**src/rtl/msrv32_ahb_pkg.sv**
```systemverilog
// Shared AHB-Lite encodings for the msrv32 instruction-bus slaves.
package msrv32_ahb_pkg;

   localparam logic [1:0] HTRANS_IDLE   = 2'b00;
   localparam logic [1:0] HTRANS_BUSY   = 2'b01;
   localparam logic [1:0] HTRANS_NONSEQ = 2'b10;
   localparam logic [1:0] HTRANS_SEQ    = 2'b11;

   localparam logic [2:0] HSIZE_WORD    = 3'b010;

   localparam logic       HRESP_OKAY    = 1'b0;
   localparam logic       HRESP_ERROR   = 1'b1;

   // Data-phase state of the responder: idle, read data phase, two-cycle ERROR.
   typedef enum logic [1:0] {
      ST_IDLE = 2'b00,
      ST_DATA = 2'b01,
      ST_ERR1 = 2'b10,
      ST_ERR2 = 2'b11
   } ahb_state_e;

endpackage

```
**src/rtl/msrv32_imem_ahb_responder.sv**
```systemverilog
// AHB-Lite read-only instruction memory responder. Decodes address phases from
// the fetch master, drives a 1-cycle-latency sync SRAM and returns the data with
// programmable wait states; illegal transfers get a two-cycle ERROR response.
// BASE_ADDR is expected to be word aligned.
module msrv32_imem_ahb_responder
   import msrv32_ahb_pkg::*;
#(
   parameter int unsigned ADDR_W      = 10,
   parameter logic [31:0] BASE_ADDR   = 32'h0000_0000,
   parameter int unsigned WAIT_STATES = 0
) (
   input  logic              clk_in,
   input  logic              rst_n_in,
   input  logic              hsel_in,
   input  logic [31:0]       haddr_in,
   input  logic [1:0]        htrans_in,
   input  logic              hwrite_in,
   input  logic [2:0]        hsize_in,
   input  logic              hready_in,
   output logic [31:0]       hrdata_out,
   output logic              hreadyout_out,
   output logic              hresp_out,
   output logic              mem_en_out,
   output logic [ADDR_W-1:0] mem_addr_out,
   input  logic [31:0]       mem_rdata_in
);

   localparam logic [3:0]  WAIT_LOAD  = 4'(WAIT_STATES);
   localparam logic [32:0] BASE_EXT   = {1'b0, BASE_ADDR};
   localparam logic [32:0] WINDOW_END = BASE_EXT + (33'd1 << (ADDR_W + 2));

   ahb_state_e  state_q, state_d;
   logic [3:0]  wait_cnt_q, wait_cnt_d;
   logic [32:0] addr_ext;
   logic        in_range;
   logic        legal;
   logic        accept;
   logic        ready_int;

   // Classify the address phase on the bus; the 33-bit compare makes a window that wraps past 4 GiB count as out of range.
   always_comb begin
      addr_ext = {1'b0, haddr_in};
      in_range = (addr_ext >= BASE_EXT) && (addr_ext < WINDOW_END);
      legal    = !hwrite_in && (haddr_in[1:0] == 2'b00) &&
                 (hsize_in == HSIZE_WORD) && in_range;
   end

   // Data-phase response, derived only from the registered phase state.
   always_comb begin
      ready_int  = 1'b1;
      hresp_out  = HRESP_OKAY;
      hrdata_out = '0;
      unique case (state_q)
         ST_DATA: begin
            ready_int = (wait_cnt_q == 4'd0);
            if (wait_cnt_q == 4'd0) begin
               hrdata_out = mem_rdata_in;
            end
         end
         ST_ERR1: begin
            ready_int = 1'b0;
            hresp_out = HRESP_ERROR;
         end
         ST_ERR2: begin
            hresp_out = HRESP_ERROR;
         end
         default: begin
         end
      endcase
   end

   assign hreadyout_out = ready_int;

   // Address phases are taken only while this slave ends its data phase; the SRAM read is issued in the same cycle.
   always_comb begin
      accept       = ready_int && hsel_in && hready_in &&
                     ((htrans_in == HTRANS_NONSEQ) || (htrans_in == HTRANS_SEQ));
      mem_en_out   = rst_n_in && accept && legal;
      mem_addr_out = haddr_in[ADDR_W+1:2] - BASE_ADDR[ADDR_W+1:2];
   end

   // Next-state: count down wait states, step through ERROR, otherwise follow the newly accepted transfer.
   always_comb begin
      state_d    = state_q;
      wait_cnt_d = wait_cnt_q;
      if ((state_q == ST_DATA) && (wait_cnt_q != 4'd0)) begin
         wait_cnt_d = wait_cnt_q - 4'd1;
      end else if (state_q == ST_ERR1) begin
         state_d    = ST_ERR2;
         wait_cnt_d = 4'd0;
      end else if (accept && legal) begin
         state_d    = ST_DATA;
         wait_cnt_d = WAIT_LOAD;
      end else if (accept) begin
         state_d    = ST_ERR1;
         wait_cnt_d = 4'd0;
      end else begin
         state_d    = ST_IDLE;
         wait_cnt_d = 4'd0;
      end
   end

   // Phase state and wait counter registers.
   always_ff @(posedge clk_in or negedge rst_n_in) begin
      if (!rst_n_in) begin
         state_q    <= ST_IDLE;
         wait_cnt_q <= 4'd0;
      end else begin
         state_q    <= state_d;
         wait_cnt_q <= wait_cnt_d;
      end
   end

endmodule
```
**config.mk**
```make
export PLATFORM = sky130hd
export DESIGN_NAME = msrv32_imem_ahb_responder
export DESIGN_NICKNAME = d
export VERILOG_FILES = /design/src/rtl/msrv32_ahb_pkg.sv /design/src/rtl/msrv32_imem_ahb_responder.sv
export SDC_FILE = /design/constraint.sdc
export NUM_CORES = 1
export LEC_CHECK = 0
export CAP_MARGIN = 20
export CORE_ASPECT_RATIO = 0.5
export CORE_MARGIN = 2
export CORE_UTILIZATION = 21
export CTS_BUF_LIST = sky130_fd_sc_hd__clkbuf_8
export DETAILED_ROUTE_END_ITERATION = 7
export PLACE_DENSITY = 0.81
export SYNTH_ARGS = -nofsm -noshare
export SYNTH_HDL_FRONTEND = slang
export SYNTH_SLANG_ARGS = --single-unit
```
**constraint.sdc**
```tcl
create_clock -name clk_in -period 1.9 [get_ports clk_in]
set_input_delay 0.285 -clock clk_in [delete_from_list [all_inputs] [get_ports clk_in]]
set_output_delay 0.285 -clock clk_in [all_outputs]
set_load 0.02 [all_outputs]
```
* After elaboration in Yosys (flattened, before gate mapping)
Index checks and enable logic that the tools add are counted.
W data, S select, Z words.
** Storage, ports and cells
- Register bits after elaboration :: 6
- Input port bits :: 74
- Word-level logic and storage cells :: 34
- Output and inout port bits :: 45
** Cells by class
- Reductions and logical operators :: 16
- Mux-type cells :: 8
- Magnitude comparators :: 1
- $add $sub $neg :: 1
- Equal/unequal tests :: 6
** Operators by type and width (number)
- $mux W32 :: 2
- $lt A32 B13 Y1 const B :: 1
- $logic_and A1 B1 Y1 :: 10
- $eq A2 B2 Y1 const B :: 4
- $mux W2 :: 3
- $logic_not A4 Y1 :: 1
- $mux W4 :: 1
- $reduce_bool A4 Y1 :: 1
- $sub A4 B1 Y4 const B :: 1
- $eq A3 B2 Y1 const B :: 1
- $eq A2 B1 Y1 const B :: 1
- $logic_not A2 Y1 :: 1
- $pmux W1 S2 :: 1
- $reduce_or A2 Y1 :: 1
- $logic_not A1 Y1 :: 1
- $logic_or A1 B1 Y1 :: 1
- $mux W1 :: 1

* Longest topological paths before layout
Gate-level depths: netlist (run 1).
- Word-level depth :: 8
- Mapped depth :: 6
- Mapped depth without buffers :: 6

* Worst setup path after synthesis (run 1)
OpenSTA, ideal clock, no wires.
- Path kind :: reg2out
- Start point :: register wait_cnt_q[0]
- End point :: output mem_en_out
- Path buffers :: 0
- Path slack :: 0.086 ns
- Stages on the path, launching flop included :: 7
- Arrival :: 1.529 ns
- Required time :: 1.615 ns
- Cell sequence :: dfrtp_1 inv_1 ha_1 or3b_4 nand2b_4 and3b_1 and3_1
** Between the ends
- Longest elaborated chain between the ends :: 7
** Ends and longest elaborated chain
- start: declaration :: RTL line msrv32_imem_ahb_responder.sv:33 : logic [3:0] wait_cnt_q, wait_cnt_d;
- start signal: assignment :: RTL line msrv32_imem_ahb_responder.sv:110 : wait_cnt_q <= wait_cnt_d;
- $logic_not A4 Y1 :: RTL line msrv32_imem_ahb_responder.sv:55 : ready_int = (wait_cnt_q == 4'd0);
- $pmux W1 S2 :: RTL line msrv32_imem_ahb_responder.sv:53 : unique case (state_q)
- $logic_and A1 B1 Y1 (3 in series) :: RTL line msrv32_imem_ahb_responder.sv:76 : accept = ready_int && hsel_in && hready_in &&
- $logic_and A1 B1 Y1 (2 in series) :: RTL line msrv32_imem_ahb_responder.sv:78 : mem_en_out = rst_n_in && accept && legal;
- end: declaration :: RTL line msrv32_imem_ahb_responder.sv:23 : output logic mem_en_out,
Every way passes these cells.

* Final worst setup path (run 1)
- Start point :: register wait_cnt_q[1]
- End point :: output hrdata_out[31]
** Between the ends
- Longest elaborated chain between the ends :: 3
** Ends and longest elaborated chain
- $logic_not A4 Y1 :: RTL line msrv32_imem_ahb_responder.sv:56 : if (wait_cnt_q == 4'd0) begin
- $mux W32 :: RTL line msrv32_imem_ahb_responder.sv:56
- $mux W32 :: RTL line msrv32_imem_ahb_responder.sv:53
- end: declaration :: RTL line msrv32_imem_ahb_responder.sv:20 : output logic [31:0] hrdata_out,
Every way passes these cells.

==> results.cfg, run 1 <==
[status]
status = finished with violations
violations = setup timing

[logic_synthesis]
synth_edf_count = 0
syn_inst = 84
synth.distinct_cells = 23
async_flop_share_pct = 100.0
synth_seq_area_share_pct = 22.14
synth.most_common_cell = and2_1
ys_ff_latch = 6
ys.flop_type = dfrtp_1
synth.largest_area_cell = and2_1
syn_avg_cell_area_um2 = 8.073
yosysTopAreaCellShare_pct = 29.52
syn_nets = 159
synthTopCellsByCount = and2_1 (32), buf_4 (10), dfrtp_1 (6), nor2_1 (6), nor4_1 (5)
synth_area_leaders = and2_1 (30%), dfrtp_1 (22%), buf_4 (11%)
yosys_warnings = 0
syn_area_um2 = 678.2

[pwr]
powerDensity_nw_per_um2 = 914.4
irDropWorstVdd_mv = 0.5718
p_seq_share_pct = 9.2
pwr-share-clk_pct = 10.4
switching_share_pct = 34.97
p_int_uw = 1138
leakagePower_uw = 0.0008799
power_uw = 1751
comb_power_share_pct = 80.5
p_switching_uw = 612.1

[sta]
min_period_ns = 2.175
setup_viol = 34
finalCritPeriodShare_pct = 114.5
finalHoldViolCount = 0
setup_ws_ns = -0.2748
clock_skew_ns = 0.001237
relSlewSlack_pct = 83.14
finalMaxSlewViolations = 0
rsz0062_at_grt = yes
fmaxAchievable_mhz = 459.8
worst_pin_slew_ns = 0.2494

[detailed_routing]
drc = 0
first_pass_iters = 3
wl_met2_um = 1704
postRouteAntennaNets = 0
wl_met1_um = 937
wl_per_cell_um = 12.54
top_layer_used = met3
vias = 931
wl_met3_um = 180
wirelength_um = 2822
first_iter_violations = 5
via_per_inst = 4.138

[place]
dp_hpwl_um = 2212
placed_area_um2 = 1667
gp_congestion = 0.6632
port-buffer-count = 97

[clock_tree]
clockBufferDepth = 2
numClockSinks = 6
cts_max_level = 1
clock_latency_ns = 0.21
numCtsBuffers = 3
cts_root_buffer = clkbuf_8
clk_pin_slew_ns = 0.04
cts_tree = yes

[cells_and_area]
diodes = 0
synthToLayoutAreaGrowth_pct = 182.3
final_core_util_pct = 62.81
drive_above_1_share_pct = 43.78
final_cell_area_um2 = 1914
nets = 262

[setup_path]
max_stage_delay_ns = 0.41
cp_data_arrival_time_ns = 1.89
worst_setup_path_end_kind = output port
crit_chain = inv_1 -> ha_2 -> or3b_4 -> nor2_4 -> buf_12 -> buf_16 -> and2_4 -> buf_6
critPathMaxFanout = 8
crit_path_start_kind = flip-flop
worstSetupPathType = reg -> out
slowest_stage = or3b_4
crit_required_ns = 1.62

[grt]
grt_max_degree = 17
grt_pass1_vias = 982
grt_pass1_wl_um = 4381
grt-ovfl-total = 0
track_usage_pct = 14.60
antenna_found_initial = 0

[floorplan]
die_area_um2 = 3728
chipHeight_um = 44.19
start_util_pct = 22.25
num_rows = 14
die_x_um = 84.37
coreArea_um2 = 3048
ioPinCount = 119

[flow_run]
max_cap_violations = 0

[min_path]
hold_class = in -> async
## cells by family after synthesis
group | share of synthesized area (%)
xor+xnor | 2.583
simple gates | 52.58
buf+inv | 18.26
flops | 22.14
compound gates | 2.583
fa+ha+maj | 1.845
## power by group through the flow
| stage | registers (uW) | clock network (uW) | logic [uW] |
|---|---|---|---|
| after floorplan | 158 | 0 | 562 |
| after global placement | 158 | 0 | 1030 |
| after detailed placement | 161 | 0 | 1040 |
| after CTS | 159 | 186 | 1370 |
| after global routing | 162 | 196 | 1480 |
| final | 160 | 181 | 1410 |
## state kept, by name (all words and copies together) (netlist names)
name and cells:
wait_cnt_q 4, state_q 2
## cells in the final DEF, fill, tap and decap left out, types with 2 or more instances in the layout
master,count
nor4_1,5
inv_1,3
and2_4,25
buf_6,35
xnor2_1,2
dfrtp_1,6
nand3_1,2
nor2_1,6
buf_4,10
clkbuf_8,3
buf_12,2
buf_16,2
clkdlybuf4s50_1,63
and2_1,8
nand2b_1,2
## per-stage QoR
stage                     worst slack [ns]  hold slack [ns]  TNS (ns)  std cells
after CTS                          -0.2747           0.4077    -7.567        225
after global routing               -0.3303           0.4261    -9.191        225
after floorplan                    0.08629         -0.01059         0         84
after global placement             -0.4241           0.5026    -13.42        216
after detailed placement           -0.4569           0.5140    -14.48        216
final                              -0.2748           0.4122    -7.302        225
## cell type report
| cell class | count | area (um^2) |
|---|---|---|
| Timing Repair Buffer | 112 | 1195 |
| Fill cell | 247 | 1134 |
| Multi-Input combinational cell | 61 | 466.7 |
| Sequential cell | 6 | 150.1 |
| Tap cell | 40 | 50.05 |
| Clock buffer | 3 | 41.29 |
| Inverter | 3 | 11.26 |
## per-layer routing
layer / track usage (%) / vias up
met2: 33.33 / 38
met1: 13.85 / 429
li1: - / 464
met4: 3.175 / 0
met3: 2.612 / 0
met5: 0 / -
## final timing paths
check                         startpoint             end  slack, ns  cells past startpoint
min in group clk_in        wait_cnt_q[0]   wait_cnt_q[0]       0.51                      2
max in group asynchronous       rst_n_in   wait_cnt_q[3]       1.38                      2
max reg2reg                wait_cnt_q[1]      state_q[0]       0.19                      8
min                             rst_n_in      state_q[1]       0.41                      2
min reg2reg                wait_cnt_q[0]   wait_cnt_q[0]       0.51                      2
max                        wait_cnt_q[1]  hrdata_out[31]      -0.27                      8
## repair_timing
action / CTS / global route
gates resized for setup: 221 / 11
hold buffers: 0 / 0
setup buffers: 4 / 0
gates cloned: 2 / 0
hold endpoints to repair: 0 / 0
endpoints found under the setup margin: 34 / 34
pin swaps: 21 / 1
## critical path: cells and delay by family, from the launching register on
family,cells,cell delay [ns]
AND/OR/NAND/NOR,3,0.71
flip-flops,1,0.37
adder cells (fa/ha/maj),1,0.18
buffers and inverters,4,0.42
(Power assumes the default switching activity.)
==> inputs of run 2 (changes only) <==
--- a/config.mk
+++ b/config.mk
@@ -12,6 +12,7 @@
 export CTS_BUF_LIST = sky130_fd_sc_hd__clkbuf_8
 export DETAILED_ROUTE_END_ITERATION = 7
 export PLACE_DENSITY = 0.81
+export SETUP_SLACK_MARGIN = 0.5
 export SYNTH_ARGS = -nofsm -noshare
 export SYNTH_HDL_FRONTEND = slang
 export SYNTH_SLANG_ARGS = --single-unit
==> results.cfg, run 2 (same netlist as run 1, synthesis figures left out) <==
[pwr]
irDropWorstVdd_mv = 0.4904
p_switching_uw = 633.6
p_seq_share_pct = 8.6
switching_share_pct = 34.38
p_int_uw = 1209
power_uw = 1843
comb_power_share_pct = 81.2
powerDensity_nw_per_um2 = 893.6
leakagePower_uw = 0.0009403
pwr-share-clk_pct = 10.2

[cells_and_area]
finalNonFillerCells = 231
final_cell_mix = clkdlybuf4s50_1 (62), buf_6 (39), and2_4 (33)
fillerInstances = 257
diodes = 0
final_common_cell = clkdlybuf4s50_1
multi_input_area_um2 = 538.0
seq_area_um2 = 150.1
nets = 268
synthToLayoutAreaGrowth_pct = 204.1
largest_reg_flops = 4
max_flop_register = wait_cnt_q
drive_above_1_share_pct = 54.45
reg.largest.list = wait_cnt_q (4), state_q (2)

[setup_path]
worst_setup_path_end_kind = output port
critPathMaxFanout = 8
crit_required_ns = 1.62
max_stage_delay_ns = 0.41
cp_data_arrival_time_ns = 1.87
worstSetupPathType = reg -> out
crit_path_start_kind = flip-flop
slowest_stage = or3b_4
crit_chain = inv_2 -> ha_4 -> or3b_4 -> nor2_4 -> buf_12 -> clkbuf_16 -> and2_4 -> buf_6

[floorplan]
coreArea_um2 = 3048
chipHeight_um = 44.19
die_x_um = 84.37
die_area_um2 = 3728
num_rows = 14
start_util_pct = 22.25
ioPinCount = 119

[flow_run]
max_cap_violations = 0

[grt]
use_met3_pct = 2.052
track_usage_pct = 13.19
grt_max_degree = 17
grtUsageMet2_pct = 26.35
grt_pass1_vias = 879
grt.busiest_layer = met2
antenna_found_initial = 0
grt_pass1_wl_um = 3919
use_met1_pct = 13.69
grt-ovfl-total = 0

[place]
place_ws_ns = -0.4683
gp_congestion = 0.6923
port-buffer-count = 97
dp_cells = 217

[clock_tree]
holdBufCountCts = 0
clock_latency_ns = 0.22
numCtsBuffers = 3
numClockSinks = 6
clockBufferDepth = 2
clk_pin_slew_ns = 0.04
cts_root_buffer = clkbuf_8
cts_tree = yes
cts_max_level = 1

[detailed_routing]
wirelength_um = 2787
first_pass_iters = 4
vias = 963
via_per_inst = 4.169
postRouteAntennaNets = 0
drc = 0
wl_per_cell_um = 12.06
first_iter_violations = 2

[sta]
fmaxAchievable_mhz = 464.8
relSlewSlack_pct = 80.45
min_period_ns = 2.152
clock_skew_ns = 0.0002028
setup_viol = 34
setup_ws_ns = -0.2515
rsz0062_at_grt = yes
finalMaxSlewViolations = 0
finalCritPeriodShare_pct = 113.2
finalHoldViolCount = 0
worst_pin_slew_ns = 0.2906

[status]
status = finished with violations
violations = setup timing

[min_path]
hold_class = in -> async
[run 2: metal layers]
metal | part of all wire, % | vias to the layer above
met5 | 0 | -
met1 | 35 | 429
li1 | - | 481
met3 | 6.5 | 4
met4 | 1.8 | 0
met2 | 57 | 49
[run 2: layout make-up]
| cell class | count | area share (%) |
|---|---|---|
| clock buffers | 3 | 2.002 |
| inverters | 3 | 0.5461 |
| multi-input cells | 61 | 26.09 |
| flip-flops and latches | 6 | 7.282 |
| well taps | 40 | 2.427 |
| repair buffers | 118 | 61.65 |
[run 2: power groups by stage]
stage / Clock [uW] / Combinational [uW] / Sequential (uW)
after global placement: 0 / 1170 / 157
after floorplan: 0 / 711 / 158
final: 188 / 1500 / 158
after CTS: 193 / 1310 / 158
after global routing: 193 / 1570 / 159
after detailed placement: 0 / 1180 / 160
[run 2: final timing paths]
kind,from,to,slack (ns),cells after the start
worst min register to register,state_q[0],state_q[1],0.62,2
worst max register to register,wait_cnt_q[0],state_q[0],0.26,7
min in group clk_in,haddr_in[2],mem_addr_out[0],0.57,0
worst max-delay path,wait_cnt_q[0],hrdata_out[20],-0.25,8
worst min-delay path,rst_n_in,wait_cnt_q[3],0.38,2
max in group asynchronous,rst_n_in,state_q[0],1.41,2
[run 2: what timing repair did]
action,4_1_cts,5_1_grt
setup buffers,3,5
gates cloned,2,1
gates resized for setup,175,50
setup endpoints to repair,41,40
pin swaps,2,6
[run 2: critical path, delay by kind of cell (launching register included)]
| kind | cells | cell delay [ns] |
|---|---|---|
| simple gates | 3 | 0.68 |
| buf+inv | 4 | 0.46 |
| flops | 1 | 0.39 |
| fa+ha+maj | 1 | 0.12 |
[run 2: stage by stage]
| stage | TNS, ns | utilization, % | instance area (um^2) | hold WS [ns] |
|---|---|---|---|---|
| 3_5_place_dp | -15.33 | 57.72 | 1759 | 0.5381 |
| 2_1_floorplan | 0 | - | 763.2 | -0.01059 |
| 3_3_place_gp | -13.29 | 57.72 | 1759 | 0.5042 |
| 6_report | -7.277 | 67.65 | 2062 | 0.3790 |
| 4_1_cts | -10.10 | 59.48 | 1813 | 0.3859 |
| 5_1_grt | -9.435 | 67.65 | 2062 | 0.4050 |
